==> src/rtl/tart_emul_pkg.sv <==
// ============================================================================
//  Module      : tart_emul_pkg
//  Description : Shared constants and helpers for the antenna-signal emulator:
//                default geometry, LFSR polynomial/seed and jitter decode.
//  Revision    : 1.0 - initial release
// ============================================================================
`default_nettype none

package tart_emul_pkg;

    // Default geometry: 8 channels, 12x oversampling, 4-bit phase fields
    localparam int DEFAULT_WIDTH = 8;
    localparam int DEFAULT_RATIO = 12;
    localparam int DEFAULT_RBITS = 4;

    // Galois LFSR for x^16 + x^14 + x^13 + x^11 + 1 (right-shifting form)
    localparam logic [15:0] LFSR_POLY = 16'hB400;
    localparam logic [15:0] LFSR_SEED = 16'hACE1;

    // Two LFSR bits select the jitter: 01 -> +1, 10 -> -1, 00/11 -> 0
    function automatic logic signed [1:0] jitter_decode(input logic [1:0] bits);
        logic signed [1:0] j;
        case (bits)
            2'b01:   j = 2'sd1;
            2'b10:   j = -2'sd1;
            default: j = 2'sd0;
        endcase
        return j;
    endfunction

endpackage

`default_nettype wire

==> src/rtl/emul_lfsr.sv <==
// ============================================================================
//  Module      : emul_lfsr
//  Description : 16-bit Galois LFSR that advances one step per step_i pulse.
//                Used only when the emulator is built with JITTER_EN.
//  Revision    : 1.0 - initial release
// ============================================================================
`default_nettype none

module emul_lfsr #(
    parameter logic [15:0] POLY = 16'hB400,
    parameter logic [15:0] SEED = 16'hACE1
) (
    input  logic        clock_i,
    input  logic        reset_i,
    input  logic        step_i,
    output logic [15:0] state_o
);

    logic [15:0] state_q;
    logic [15:0] state_d;

    // Next state: shift right, fold the polynomial back in when the LSB was 1
    always_comb begin
        state_d = state_q;
        if (step_i) begin
            state_d = {1'b0, state_q[15:1]} ^ (state_q[0] ? POLY : 16'h0000);
        end
    end

    // State register, reset to the nonzero seed
    always_ff @(posedge clock_i) begin
        if (reset_i) begin
            state_q <= SEED;
        end else begin
            state_q <= state_d;
        end
    end

    assign state_o = state_q;

endmodule

`default_nettype wire

==> src/rtl/signal_emulator.sv <==
// ============================================================================
//  Module      : signal_emulator
//  Description : Multi-channel antenna-signal emulator. Accepts one sample
//                word per RATIO oversampling cycles and drives each channel
//                with a programmable phase offset inside the period.
//                Optional macro JITTER_EN adds pseudo-random +/-1 cycle
//                jitter per channel from a 16-bit Galois LFSR.
//  Revision    : 1.0 - initial release
// ============================================================================
`default_nettype none

module signal_emulator
    import tart_emul_pkg::*;
#(
    parameter int WIDTH = DEFAULT_WIDTH,
    parameter int RATIO = DEFAULT_RATIO,
    parameter int RBITS = DEFAULT_RBITS
) (
    input  logic                   clock_i,
    input  logic                   reset_i,
    input  logic                   enable_i,
    input  logic [WIDTH*RBITS-1:0] offsets_i,
    input  logic [WIDTH-1:0]       data_i,
    input  logic                   valid_i,
    output logic                   ready_o,
    output logic [WIDTH-1:0]       sig_o,
    output logic                   strobe_o,
    output logic                   underrun_o,
    input  logic                   ack_i
);

    // Last phase of a period; also the clamp value for offsets
    localparam logic [RBITS-1:0] C_LAST = RBITS'(RATIO - 1);

    logic [RBITS-1:0]            cnt_q,      cnt_d;
    logic [WIDTH-1:0]            cur_q,      cur_d;
    logic [WIDTH-1:0]            prv_q,      prv_d;
    logic [WIDTH-1:0]            sig_q,      sig_d;
    logic                        strobe_q,   strobe_d;
    logic                        underrun_q, underrun_d;
    logic [WIDTH-1:0][RBITS-1:0] off_q,      off_d;
    logic [WIDTH-1:0][RBITS-1:0] off_clamped;
    logic [WIDTH-1:0]            sig_sel;
    logic                        boundary;

    // A period boundary is the last phase while running
    assign boundary = enable_i && (cnt_q == C_LAST);
    assign ready_o  = boundary;

`ifdef JITTER_EN
    logic [15:0] lfsr_state;

    emul_lfsr #(
        .POLY (LFSR_POLY),
        .SEED (LFSR_SEED)
    ) u_lfsr (
        .clock_i (clock_i),
        .reset_i (reset_i),
        .step_i  (boundary),
        .state_o (lfsr_state)
    );
`endif

    // Per-channel offset clamp, jitter and old/new word selection
    for (genvar i = 0; i < WIDTH; i++) begin : g_chan
        logic [RBITS-1:0] field;
        logic [RBITS-1:0] eff;

        assign field          = offsets_i[i*RBITS +: RBITS];
        assign off_clamped[i] = (field > C_LAST) ? C_LAST : field;

`ifdef JITTER_EN
        localparam int JB = (2 * i) % 16;
        logic signed [1:0] jit;

        assign jit = jitter_decode(lfsr_state[JB +: 2]);

        // Apply the jitter step, saturating at both ends of the period
        always_comb begin
            eff = off_q[i];
            if (jit == 2'sd1 && off_q[i] != C_LAST) begin
                eff = off_q[i] + 1'b1;
            end else if (jit == -2'sd1 && off_q[i] != '0) begin
                eff = off_q[i] - 1'b1;
            end
        end
`else
        assign eff = off_q[i];
`endif

        // Before its offset a channel still shows the previous word
        assign sig_sel[i] = (cnt_q >= eff) ? cur_q[i] : prv_q[i];
    end

    // Next-state logic for counter, word pipeline, offsets and flags
    always_comb begin
        cnt_d      = cnt_q;
        cur_d      = cur_q;
        prv_d      = prv_q;
        off_d      = off_q;
        underrun_d = underrun_q;
        strobe_d   = boundary;
        sig_d      = sig_sel;

        if (!enable_i) begin
            cnt_d = C_LAST;
            sig_d = cur_q;
        end else if (cnt_q == C_LAST) begin
            cnt_d = '0;
        end else begin
            cnt_d = cnt_q + 1'b1;
        end

        if (boundary) begin
            prv_d = cur_q;
            off_d = off_clamped;
            if (valid_i) begin
                cur_d = data_i;
            end
        end

        // A fresh underrun outranks a simultaneous acknowledge
        if (boundary && !valid_i) begin
            underrun_d = 1'b1;
        end else if (ack_i) begin
            underrun_d = 1'b0;
        end
    end

    // State registers with synchronous reset
    always_ff @(posedge clock_i) begin
        if (reset_i) begin
            cnt_q      <= C_LAST;
            cur_q      <= '0;
            prv_q      <= '0;
            off_q      <= '0;
            sig_q      <= '0;
            strobe_q   <= 1'b0;
            underrun_q <= 1'b0;
        end else begin
            cnt_q      <= cnt_d;
            cur_q      <= cur_d;
            prv_q      <= prv_d;
            off_q      <= off_d;
            sig_q      <= sig_d;
            strobe_q   <= strobe_d;
            underrun_q <= underrun_d;
        end
    end

    assign sig_o      = sig_q;
    assign strobe_o   = strobe_q;
    assign underrun_o = underrun_q;

endmodule

`default_nettype wire

==> config.mk <==
export PLATFORM = sky130hd
export DESIGN_NAME = signal_emulator
export DESIGN_NICKNAME = d
export VERILOG_FILES = /design/src/rtl/tart_emul_pkg.sv /design/src/rtl/emul_lfsr.sv /design/src/rtl/signal_emulator.sv
export SDC_FILE = /design/constraint.sdc
export NUM_CORES = 1
export LEC_CHECK = 0
export BUFFER_PORTS_ARGS = -buffer_cell sky130_fd_sc_hd__buf_2
export CAP_MARGIN = 20
export CORE_AREA = 2 2 60 105
export CTS_CLUSTER_SIZE = 12
export DETAILED_ROUTE_END_ITERATION = 10
export DIE_AREA = 0 0 62 107
export HOLD_SLACK_MARGIN = 0.08
export MAX_ROUTING_LAYER = met4
export PLACE_DENSITY = 0.74
export SYNTH_ARGS = -nofsm -noshare
export SYNTH_HDL_FRONTEND = slang
export SYNTH_HIERARCHICAL = 1
export SYNTH_SLANG_ARGS = --single-unit
==> constraint.sdc <==
create_clock -name clock_i -period 3 [get_ports clock_i]
set_input_delay 0.3 -clock clock_i [delete_from_list [all_inputs] [get_ports clock_i]]
set_output_delay 0.3 -clock clock_i [all_outputs]
set_load 0.03 [all_outputs]
==> summary.txt, run 1 <==
Status
  • Status: finished, final reports clean

Die
  • Die Span X: between 60 and 70 µm
  • CORE AREA: between 5000 and 6000 µm²
  • # rows: 37
  • Starting Density: 53.64%
  • Total I/O pin count: 56
  • Die Ht: roughly 110 µm
  • Die ar.: between 6000 and 7000 µm²

Clock network
  • Bufs on Longest Clock Path: 2
  • Clk sink count: 62
  • Cts hold-fix bufs: 0
  • Clk Latency, worst-skew pair: roughly 330 ps
  • CTS resizes: 0
  • # Post-CTS Setup Buffers: 0
  • CTS root buf: clkbuf_8
  • Total CTS buffers: 9
  • Clk slew on worst S/H paths: 70 ps
  • CTS tree: yes
  • H-tree Lvls: 3

STA
  • Worst slew pin tran: 571.1 ps
  • Fin Hold WS: 211.5 ps
  • Final Max Slew Viols: 0
  • Final setup TNS: 0 ps
  • Hold Vio Cnt, Final: 0
  • Final period util: 78.29%
  • RSZ-0062 raised after global routing: no
  • Slew HR: approximately 62%
  • Peak Freq: 0.4258 GHz
  • Clock skew: around 7.5 ps
  • Shortest period the worst path allows: ~2300 ps
  • # setup viols final: 0

Worst setup path
  • RR Startpoint: cnt_q[1]
  • Reg2reg setup slack: about 950 ps
  • Critical path class: flop to primary output
  • CP Cell Sequence: ha_1, nand4b_4, inv_2, buf_2
  • Critical Path Source Type: flop
  • Critical path origin: cnt_q[1]
  • Max stage delay on crit path: approximately 600 ps
  • Reg2reg end: g_chan[0].eff[2]
  • Critical Path End Type: primary output
  • Worst EP required: about 2700 ps
  • FF-to-FF path depth: 6
  • Worst Path Arrival: roughly 2100 ps
  • Worst path top cell family by delay: buffers and inverters
  • Critical path peak fanout: 25
  • Worst Path Buf+Inv: 2
  • Slowest cell on crit path: dfxtp_1

Pwr
  • Peak VDD IR: roughly 310 µV
  • PD cells: ~530 nW/µm²
  • Cell leakage power: roughly 1.5 nW

Synth
  • Mapped Area: 3104 µm²
  • Synth Net Count: about 440
  • Top cell type's share of synthesized area: 39.98%
  • Syn_area_per_cell: around 8.7 µm²
  • Yosys top cell by area: dfxtp_1
  • Synth Register Bits: 62
  • Post-synthesis sequential area ratio: 39.98%
  • Top cells by area, synth: dfxtp_1, ha_1, nand2_1
  • Mapped Cells: between 300 and 400
  • Library cells used by synthesis: 27
  • Synth Warn #: 6

Placed design
  • Detailed Place HPWL: around 4.4 mm
  • Input/output buffers: 55
  • GPL Wtd Cong: between 0.8 and 0.9

Finish
  • # diodes: 0
  • # nets final: roughly 490
  • Most frequent cells in the layout: dfxtp_1, buf_2, nand2_1, inv_1
  • Most common cell after layout, fill and taps aside: dfxtp_1
  • Area Overhead vs Synth: 15.24%
  • Ratio of cells with drive above 1 in the final layout: 17.96%
  • Fillers: roughly 560

GRT
  • First-pass GRT wire length: approximately 11 mm
  • Vias in the first global route: around 2600
  • Largest net degree at the start of global routing: 59
  • Antenna violations before repair: 0
  • GR Overflow Total: 0
  • GRT Total Usage: between 20 and 25%

Route
  • 1st-iter DRT viols: 65
  • Pre-antenna DRT Iters: 4
  • Total routed wirelength: 6.256 mm
  • Vias/cell: around 5.3
  • Residual DRC: 0
  • Wirelength per Cell: approximately 13 µm
  • Final ANT Viol Nets: 0
  • Routed vias: around 2600

Min path
  • Hold Path Depth: 3
  • Tightest Hold Check Type: input pin to flop
  • Worst Min Path Start: data_i[7]
  • Hold Path Sink: cur_q[7]

Run
  • Maximum capacitance violations: 0
## flip-flops by register name, indices dropped and copies added (netlist names)
register	flops
g_chan.eff	32
underrun_o	1
prv_q	8
strobe_o	1
cur_q	8
sig_o	8
cnt_q	4
## kinds of logic (layout without fill, tap and decap cells)
family                     after synthesis  in the layout  share of synthesized area (%)
muxes                                    9              9                          2.902
xor gates and xnor gates                 1              1                         0.2822
and+or+nand+nor                        115            115                          18.78
AOI/OAI and AO/OA                       83             83                          17.13
DFF                                     62             62                          39.98
adders and majority gates               33             33                          13.30
buffers and inverters                   54            109                          7.617
## worst min-delay path, stage by stage
cell and delay (ps):
buf_2 90, nand3_1 50, a21oi_1 50
## stage by stage
| stage | setup WS [ps] | utilization, % | total power, mW | cell area (µm²) | cells |
|---|---|---|---|---|---|
| floorplan | 1474 | - | 1.146 | 3104 | 357 |
| global placement | 1034 | 58.66 | 1.223 | 3395 | 474 |
| detailed placement | 951.9 | 58.66 | 1.237 | 3395 | 474 |
| CTS | 619.7 | 61.82 | 1.926 | 3577 | 490 |
| global route | 500.6 | 61.82 | 2.018 | 3577 | 490 |
| finish | 651.4 | 61.82 | 1.906 | 3577 | 490 |
## synth_stat cells
| cell | number |
|---|---|
| buf_6 | 1 |
| a211oi_1 | 24 |
| nor3b_1 | 9 |
| o2111ai_1 | 8 |
| nor2_1 | 12 |
| or2_2 | 1 |
| buf_4 | 6 |
| o21ai_0 | 8 |
| xnor2_1 | 1 |
| clkbuf_1 | 9 |
| nor3_1 | 8 |
| inv_1 | 34 |
| dfxtp_1 | 62 |
| mux2i_1 | 9 |
| inv_2 | 1 |
| nand4b_4 | 1 |
| nand2_1 | 50 |
| a211o_1 | 1 |
| nand3_1 | 8 |
| o211ai_1 | 8 |
| nor2b_1 | 1 |
| ha_1 | 33 |
| a21oi_1 | 33 |
| nand2b_1 | 17 |
| a21o_1 | 1 |
| nand3b_1 | 8 |
| buf_2 | 3 |
## worst max path at each step
| stage | to | slack, ps | cells after the start |
|---|---|---|---|
| finish | ready_o | 650 | 4 |
| global route | ready_o | 500 | 4 |
| CTS | ready_o | 620 | 4 |
| detailed placement | g_chan[2].eff[2] | 950 | 6 |
| global placement | g_chan[2].eff[2] | 1030 | 6 |
| floorplan | ready_o | 1470 | 4 |
## power by group
part           switching, mW  total (mW)  internal (mW)
logic                  0.185       0.312          0.128
clock network          0.307       0.689          0.382
registers             0.0316       0.905          0.873
## layer usage
| layer | vias up | track usage [%] | share of wire, % |
|---|---|---|---|
| li1 | 1338 | - | - |
| met1 | 1177 | 25.28 | 42 |
| met2 | 46 | 35.71 | 52 |
| met3 | 12 | 5.911 | 3.5 |
| met4 | 0 | 10.64 | 2.6 |
| met5 | - | - | 0 |
## final cells by class
class,count,area (µm²),share of cell area (%)
Inverter,35,131.4,3.673
Timing Repair Buffer,58,297.8,8.325
Tap cell,78,97.59,2.728
Clock inverter,4,47.55,1.329
Clock buffer,12,135.1,3.778
Multi-Input combinational cell,241,1627,45.47
Sequential cell,62,1241,34.70
(Power assumes the default switching activity.)
==> run 2: changes to the inputs <==
--- a/config.mk
+++ b/config.mk
@@ -7,13 +7,13 @@
 export LEC_CHECK = 0
 export BUFFER_PORTS_ARGS = -buffer_cell sky130_fd_sc_hd__buf_2
 export CAP_MARGIN = 20
-export CORE_AREA = 2 2 60 105
+export CORE_AREA = 2 2 63 110
 export CTS_CLUSTER_SIZE = 12
 export DETAILED_ROUTE_END_ITERATION = 10
-export DIE_AREA = 0 0 62 107
+export DIE_AREA = 0 0 65 112
 export HOLD_SLACK_MARGIN = 0.08
 export MAX_ROUTING_LAYER = met4
-export PLACE_DENSITY = 0.74
+export PLACE_DENSITY = 0.71
 export SYNTH_ARGS = -nofsm -noshare
 export SYNTH_HDL_FRONTEND = slang
 export SYNTH_HIERARCHICAL = 1
==> constraint.sdc (replaced) <==
create_clock -name clock_i -period 1.9 [get_ports clock_i]
set_input_delay 0.19 -clock clock_i [delete_from_list [all_inputs] [get_ports clock_i]]
set_output_delay 0.19 -clock clock_i [all_outputs]
set_load 0.03 [all_outputs]
==> run 2 against run 1 <==
  * Via count rose by 2.6%
  * Worst hold slack lost 97 ps
  * Sequential power rose by 57%
  * Sequential share of layout area down 1.4 points
  * Final area increased by 4.3%
  * Clock power is 100% higher
  * Total power up 76%
  * Sequential cell count unchanged
  * Utilization is 3.4 points lower
  * Global-route usage decreased by 1.6 points
  * Final cell count rose by 2.0%
  * Highest routed layer unchanged
==> summary.txt, run 2 (synthesized netlist as in run 1, its figures left out) <==
Finish
  • # nets final: 493 (+1.6%)
  • Number of flip-flops in the largest register: 32 (unchanged)
  • Ratio of cells with drive above 1 in the final layout: 19.38% (+1.4 points)
  • # diodes: 0 (unchanged)
  • Fillers: 603 (+8.3%)
  • Cell area after layout: 3731 µm² (+4.3%)
  • Most common cell after layout, fill and taps aside: dfxtp_1
  • Area Overhead vs Synth: 20.19%
  • Most frequent cells in the layout: dfxtp_1, buf_2, nand2_1, inv_1

STA
  • Setup ws final: 162.5 ps (-489.0 ps)
  • Worst slew pin tran: 555.8 ps (-15.29 ps)
  • Shortest period the worst path allows: about 1700 ps
  • # setup viols final: 0 (unchanged)
  • Final setup TNS: 0 ps (unchanged)
  • Slew HR: 62.94% (+1.0 points)
  • Peak Freq: between 0.5 and 0.6 GHz
  • Final period util: 91.45%
  • Clock skew: 5.256 ps (-2.273 ps)
  • Final Max Slew Viols: 0 (unchanged)
  • Hold Vio Cnt, Final: 0 (unchanged)
  • RSZ-0062 raised after global routing: no

Route
  • Max Used Layer: met4
  • Pre-antenna DRT Iters: 4 (unchanged)
  • Final ANT Viol Nets: 0 (unchanged)
  • 1st-iter DRT viols: 89 (+37%)
  • Vias/cell: 5.280 (+0.55%)
  • Total routed wirelength: 6.646 mm (+6.2%)
  • Routed vias: 2640 (+2.6%)
  • WL met2: 3.542 mm (+9.1%)
  • WL met1: 2.735 mm (+4.2%)
  • Routed wl met3: 234 µm (+5.4%)
  • Wirelength per Cell: 13.29 µm (+4.1%)
  • Residual DRC: 0 (unchanged)

GRT
  • Antenna violations before repair: 0 (unchanged)
  • First-pass GRT wire length: 11.39 mm (+3.5%)
  • GRT Total Usage: 20.85% (-1.6 points)
  • Largest net degree at the start of global routing: 44 (-25%)
  • GR Overflow Total: 0 (unchanged)
  • Vias in the first global route: 2565 (-1.2%)

Worst setup path
  • Slowest cell on crit path: dfxtp_1
  • Critical path class: flop to primary output
  • Max stage delay on crit path: 370 ps (-230 ps)
  • Worst Path Buf+Inv: 2 (unchanged)
  • Worst EP required: 1710 ps (-990 ps)
  • Worst Path Arrival: 1550 ps (-500 ps)
  • CP Cell Sequence: ha_1, nand4b_4, inv_4, buf_2
  • Critical Path End Type: primary output
  • Critical Path Source Type: flop
  • Critical path peak fanout: 19 (-24%)
  • Worst path top cell family by delay: buffers and inverters

Clock network
  • Clk slew on worst S/H paths: 50 ps (-20 ps)
  • Clk Latency, worst-skew pair: 330 ps (about the same)
  • Cts hold-fix bufs: 0 (unchanged)
  • Total CTS buffers: 9 (unchanged)
  • CTS root buf: clkbuf_16
  • Clk sink count: 62 (unchanged)
  • CTS tree: yes
  • H-tree Lvls: 3 (unchanged)
  • # Post-CTS Setup Buffers: 0 (unchanged)
  • Bufs on Longest Clock Path: 2 (unchanged)

Pwr
  • Peak VDD IR: 815.2 µV (+160%)
  • Cell leakage power: 1.582 nW (+5.4%)
  • PD cells: 900.7 nW/µm² (+69%)

Run
  • Maximum capacitance violations: 0 (unchanged)

Die
  • Die Ht: 112 µm (+4.7%)
  • CORE AREA: 6392 µm² (+10%)
  • Total I/O pin count: 56 (unchanged)
  • # rows: 39 (+5.4%)
  • Die ar.: 7280 µm² (+9.7%)
  • Die Span X: 65 µm (+4.8%)
  • Starting Density: 48.56% (-5.1 points)

Placed design
  • Input/output buffers: 55 (unchanged)
  • GPL Wtd Cong: 0.8644 (+7.2%)
  • Area after DPL: 3472 µm² (+2.3%)
  • Detailed Place HPWL: 4.786 mm (+7.9%)
  • Setup WS pre-CTS: 281.6 ps (-670.2 ps)

Min path
  • Tightest Hold Check Type: input pin to flop

Status
  • Status: finished, final reports clean
run 2: routing by layer:
| metal | up-vias | global-route usage, % |
|---|---|---|
| li1 | 1356 | - |
| met2 | 38 | 34.78 |
| met3 | 11 | 6.162 |
| met1 | 1235 | 22.69 |
| met5 | - | - |
| met4 | 0 | 8.652 |
run 2: power by group:
part           internal, mW  total (mW)  switching, mW  leakage, nW
logic                 0.218       0.530          0.311        0.948
clock network         0.895        1.41          0.516        0.128
registers              1.38        1.42         0.0369        0.506
total                  2.50        3.36          0.865         1.58
run 2: worst reg2reg max path, delay by kind of cell, from the launching register on:
| kind | cells | cell delay, ps |
|---|---|---|
| AO/OA/AOI/OAI | 1 | 210 |
| adder cells (fa/ha/maj) | 1 | 360 |
| buffers and inverters | 1 | 200 |
| flip-flops | 1 | 370 |
| multiplexers | 1 | 160 |
| AND/OR/NAND/NOR | 1 | 180 |
run 2: layout make-up:
cell class              instances  area (µm²)  area share, %
clock inverters                 2       10.01         0.2683
repair buffers                 66       370.4          9.926
flip-flops and latches         62        1241          33.27
clock buffers                  12       246.5          6.606
well taps                      82       102.6          2.750
inverters                      35       133.9          3.588
multi-input cells             241        1627          43.59
run 2: path summary, 6_finish.rpt:
check,startpoint,endpoint,slack [ps],cells past startpoint
max,cnt_q[0],ready_o,160,4
min,data_i[4],cur_q[4],110,3
max reg2reg,cnt_q[0],sig_o[6],300,5
min reg2reg,g_chan[7].eff[2],g_chan[7].eff[2],450,2
run 2: repair_timing:
| action | in CTS | in global routing |
|---|---|---|
| endpoints found under the setup margin | 0 | 1 |
| hold endpoints to repair | 0 | 0 |
| gates resized for setup | 0 | 2 |
run 2: through the flow:
step	instances	power [mW]	hold WS, ps	utilization, %
2_1_floorplan	357	1.810	326.0	-
3_3_place_gp	486	1.956	441.5	54.32
3_5_place_dp	486	1.975	446.7	54.32
4_1_cts	500	3.392	104.0	58.33
5_1_grt	500	3.543	115.0	58.37
6_report	500	3.360	114.7	58.37
==> run 3: changes to the inputs <==
--- a/config.mk
+++ b/config.mk
@@ -13,7 +13,7 @@
 export DIE_AREA = 0 0 65 112
 export HOLD_SLACK_MARGIN = 0.08
 export MAX_ROUTING_LAYER = met4
-export PLACE_DENSITY = 0.71
+export PLACE_DENSITY = 0.74
 export SYNTH_ARGS = -nofsm -noshare
 export SYNTH_HDL_FRONTEND = slang
 export SYNTH_HIERARCHICAL = 1
==> run 3 against run 2 <==
  * Worst hold slack lost 4.9 ps
  * Non-clock buffer count down 2
  * Sequential power barely moved
  * Largest power group is now the clock network
  * Die area stayed put
  * Sequential cell count did not move
  * Global-route usage is 0.29 points higher
  * Highest routed layer unchanged
  * Clock-buffer cell count rose by 3
  * Critical path type unchanged
==> summary.txt, run 3 (synthesized netlist as in run 1, its figures left out) <==
Status
  • Status: finished, final reports clean

STA
  • Fin Hold WS: 109.8 ps (-4.904 ps)
  • Shortest period the worst path allows: 1742 ps (+4.197 ps)
  • Setup ws final: 158.3 ps (-4.197 ps)
  • Hold Vio Cnt, Final: 0 (unchanged)
  • Final period util: 91.67% (+0.22 points)
  • Slew HR: 78.62% (+16 points)
  • Final Max Slew Viols: 0 (unchanged)
  • RSZ-0062 raised after global routing: no
  • Worst slew pin tran: 320.3 ps (-235.5 ps)
  • Clock skew: 5.467 ps (+0.2109 ps)
  • Final setup TNS: 0 ps (unchanged)
  • Peak Freq: 0.5741 GHz (-0.24%)
  • # setup viols final: 0 (unchanged)

Placed design
  • Input/output buffers: 55 (unchanged)
  • GPL Wtd Cong: 0.8257 (-4.5%)
  • Detailed Place HPWL: 4.957 mm (+3.6%)
  • Setup WS pre-CTS: 287.9 ps (+6.227 ps)
  • Area after DPL: 3470 µm² (about the same)

Worst setup path
  • Critical path class: flop to primary output
  • Critical path origin: cnt_q[0]
  • FF-to-FF path depth: 5 (unchanged)
  • Critical Path Source Type: flop
  • CP endpoint: ready_o
  • Critical Path End Type: primary output
  • Reg2reg end: sig_o[0]
  • Worst EP required: 1710 ps (about the same)
  • Reg2reg setup slack: 290 ps (about the same)
  • Critical path peak fanout: 8 (-11)
  • RR Startpoint: cnt_q[3]
  • Worst Path Arrival: 1550 ps (about the same)

Clock network
  • Clk slew on worst S/H paths: 50 ps (about the same)
  • H-tree Lvls: 3 (unchanged)
  • Total CTS buffers: 9 (unchanged)
  • Clk Latency, worst-skew pair: 330 ps (about the same)
  • Bufs on Longest Clock Path: 2 (unchanged)
  • Cts hold-fix bufs: 0 (unchanged)
  • Clk sink count: 62 (unchanged)
  • CTS root buf: clkbuf_16
  • # Post-CTS Setup Buffers: 0 (unchanged)
  • CTS tree: yes
  • CTS resizes: 0 (unchanged)

Route
  • Wirelength per Cell: 13.73 µm (+3.3%)
  • 1st-iter DRT viols: 72 (-19%)
  • Final ANT Viol Nets: 0 (unchanged)
  • Residual DRC: 0 (unchanged)
  • Routed vias: 2666 (+0.98%)
  • Vias/cell: 5.343 (+1.2%)
  • Pre-antenna DRT Iters: 4 (unchanged)
  • Total routed wirelength: 6.849 mm (+3.1%)

GRT
  • Largest net degree at the start of global routing: 69 (+57%)
  • Antenna violations before repair: 0 (unchanged)
  • GRT Total Usage: 21.14% (+0.29 points)
  • Vias in the first global route: 2563 (-0.078%)
  • First-pass GRT wire length: 11.59 mm (+1.8%)
  • GR Overflow Total: 0 (unchanged)

Finish
  • Most frequent cells in the layout: dfxtp_1, buf_2, nand2_1, inv_1
  • Most common cell after layout, fill and taps aside: dfxtp_1
  • Area Overhead vs Synth: 21.04%
  • Multi-input logic area: 1627 µm² (unchanged)
  • # diodes: 0 (unchanged)
  • Ratio of cells with drive above 1 in the final layout: 19.18% (-0.19 points)
  • Number of flip-flops in the largest register: 32 (unchanged)
  • Utilization of the core after routing: 58.78% (+0.41 points)
  • Fillers: 567 (-6.0%)
  • Sequential cell area: 1241 µm² (unchanged)
  • Cell area after layout: 3757 µm² (+0.70%)
  • # nets final: 491 (-0.41%)

Die
  • Die ar.: 7280 µm² (unchanged)
  • Die Span X: 65 µm (unchanged)
  • Total I/O pin count: 56 (unchanged)
  • # rows: 39 (unchanged)
  • CORE AREA: 6392 µm² (unchanged)
  • Die Ht: 112 µm (unchanged)
  • Starting Density: 48.56% (unchanged)

Pwr
  • PD cells: 936.5 nW/µm² (+4.0%)
  • Peak VDD IR: 582.4 µV (-29%)
  • Cell leakage power: 1.589 nW (+0.42%)

Min path
  • Tightest Hold Check Type: input pin to flop

Run
  • Maximum capacitance violations: 0 (unchanged)
run 3: worst min path at each step:
| stage | from | endpoint | slack, ps | cells after the start |
|---|---|---|---|---|
| global placement | g_chan[5].eff[2] | g_chan[5].eff[2] | 440 | 2 |
| global route | data_i[3] | cur_q[3] | 130 | 3 |
| floorplan | offsets_i[3] | g_chan[0].eff[3] | 330 | 2 |
| finish | data_i[0] | cur_q[0] | 110 | 3 |
| CTS | data_i[2] | cur_q[2] | 100 | 3 |
| detailed placement | g_chan[2].eff[3] | g_chan[2].eff[3] | 450 | 2 |
run 3: critical path, cell delays in order, from the launching register on:
cell,delay (ps)
dfxtp_1,360
ha_1,290
nand4b_4,150
inv_2,190
buf_2,230
run 3: metal layers:
metal | share of wire (%) | global-route usage (%)
met1 | 42 | 23.50
met3 | 3.6 | 4.646
met2 | 52 | 34.57
met5 | 0 | -
met4 | 1.9 | 11.35
run 3: area by class of cell:
class	count	area share, %
multi-input cells	241	43.29
clock buffers	15	7.659
flip-flops and latches	62	33.03
inverters	35	3.497
repair buffers	64	9.790
well taps	82	2.731
run 3: per-stage QoR:
step | total power [mW] | std cells
after floorplan | 1.810 | 357
after global placement | 1.958 | 484
after detailed placement | 1.983 | 484
after CTS | 3.541 | 499
after global routing | 3.671 | 499
final | 3.519 | 499
run 3: where the power goes:
group	total (mW)	internal [mW]	leakage, nW	switching, mW
Clock	1.56	1.02	0.142	0.543
Sequential	1.42	1.38	0.506	0.0423
Combinational	0.534	0.223	0.941	0.311
Total	3.52	2.62	1.59	0.897
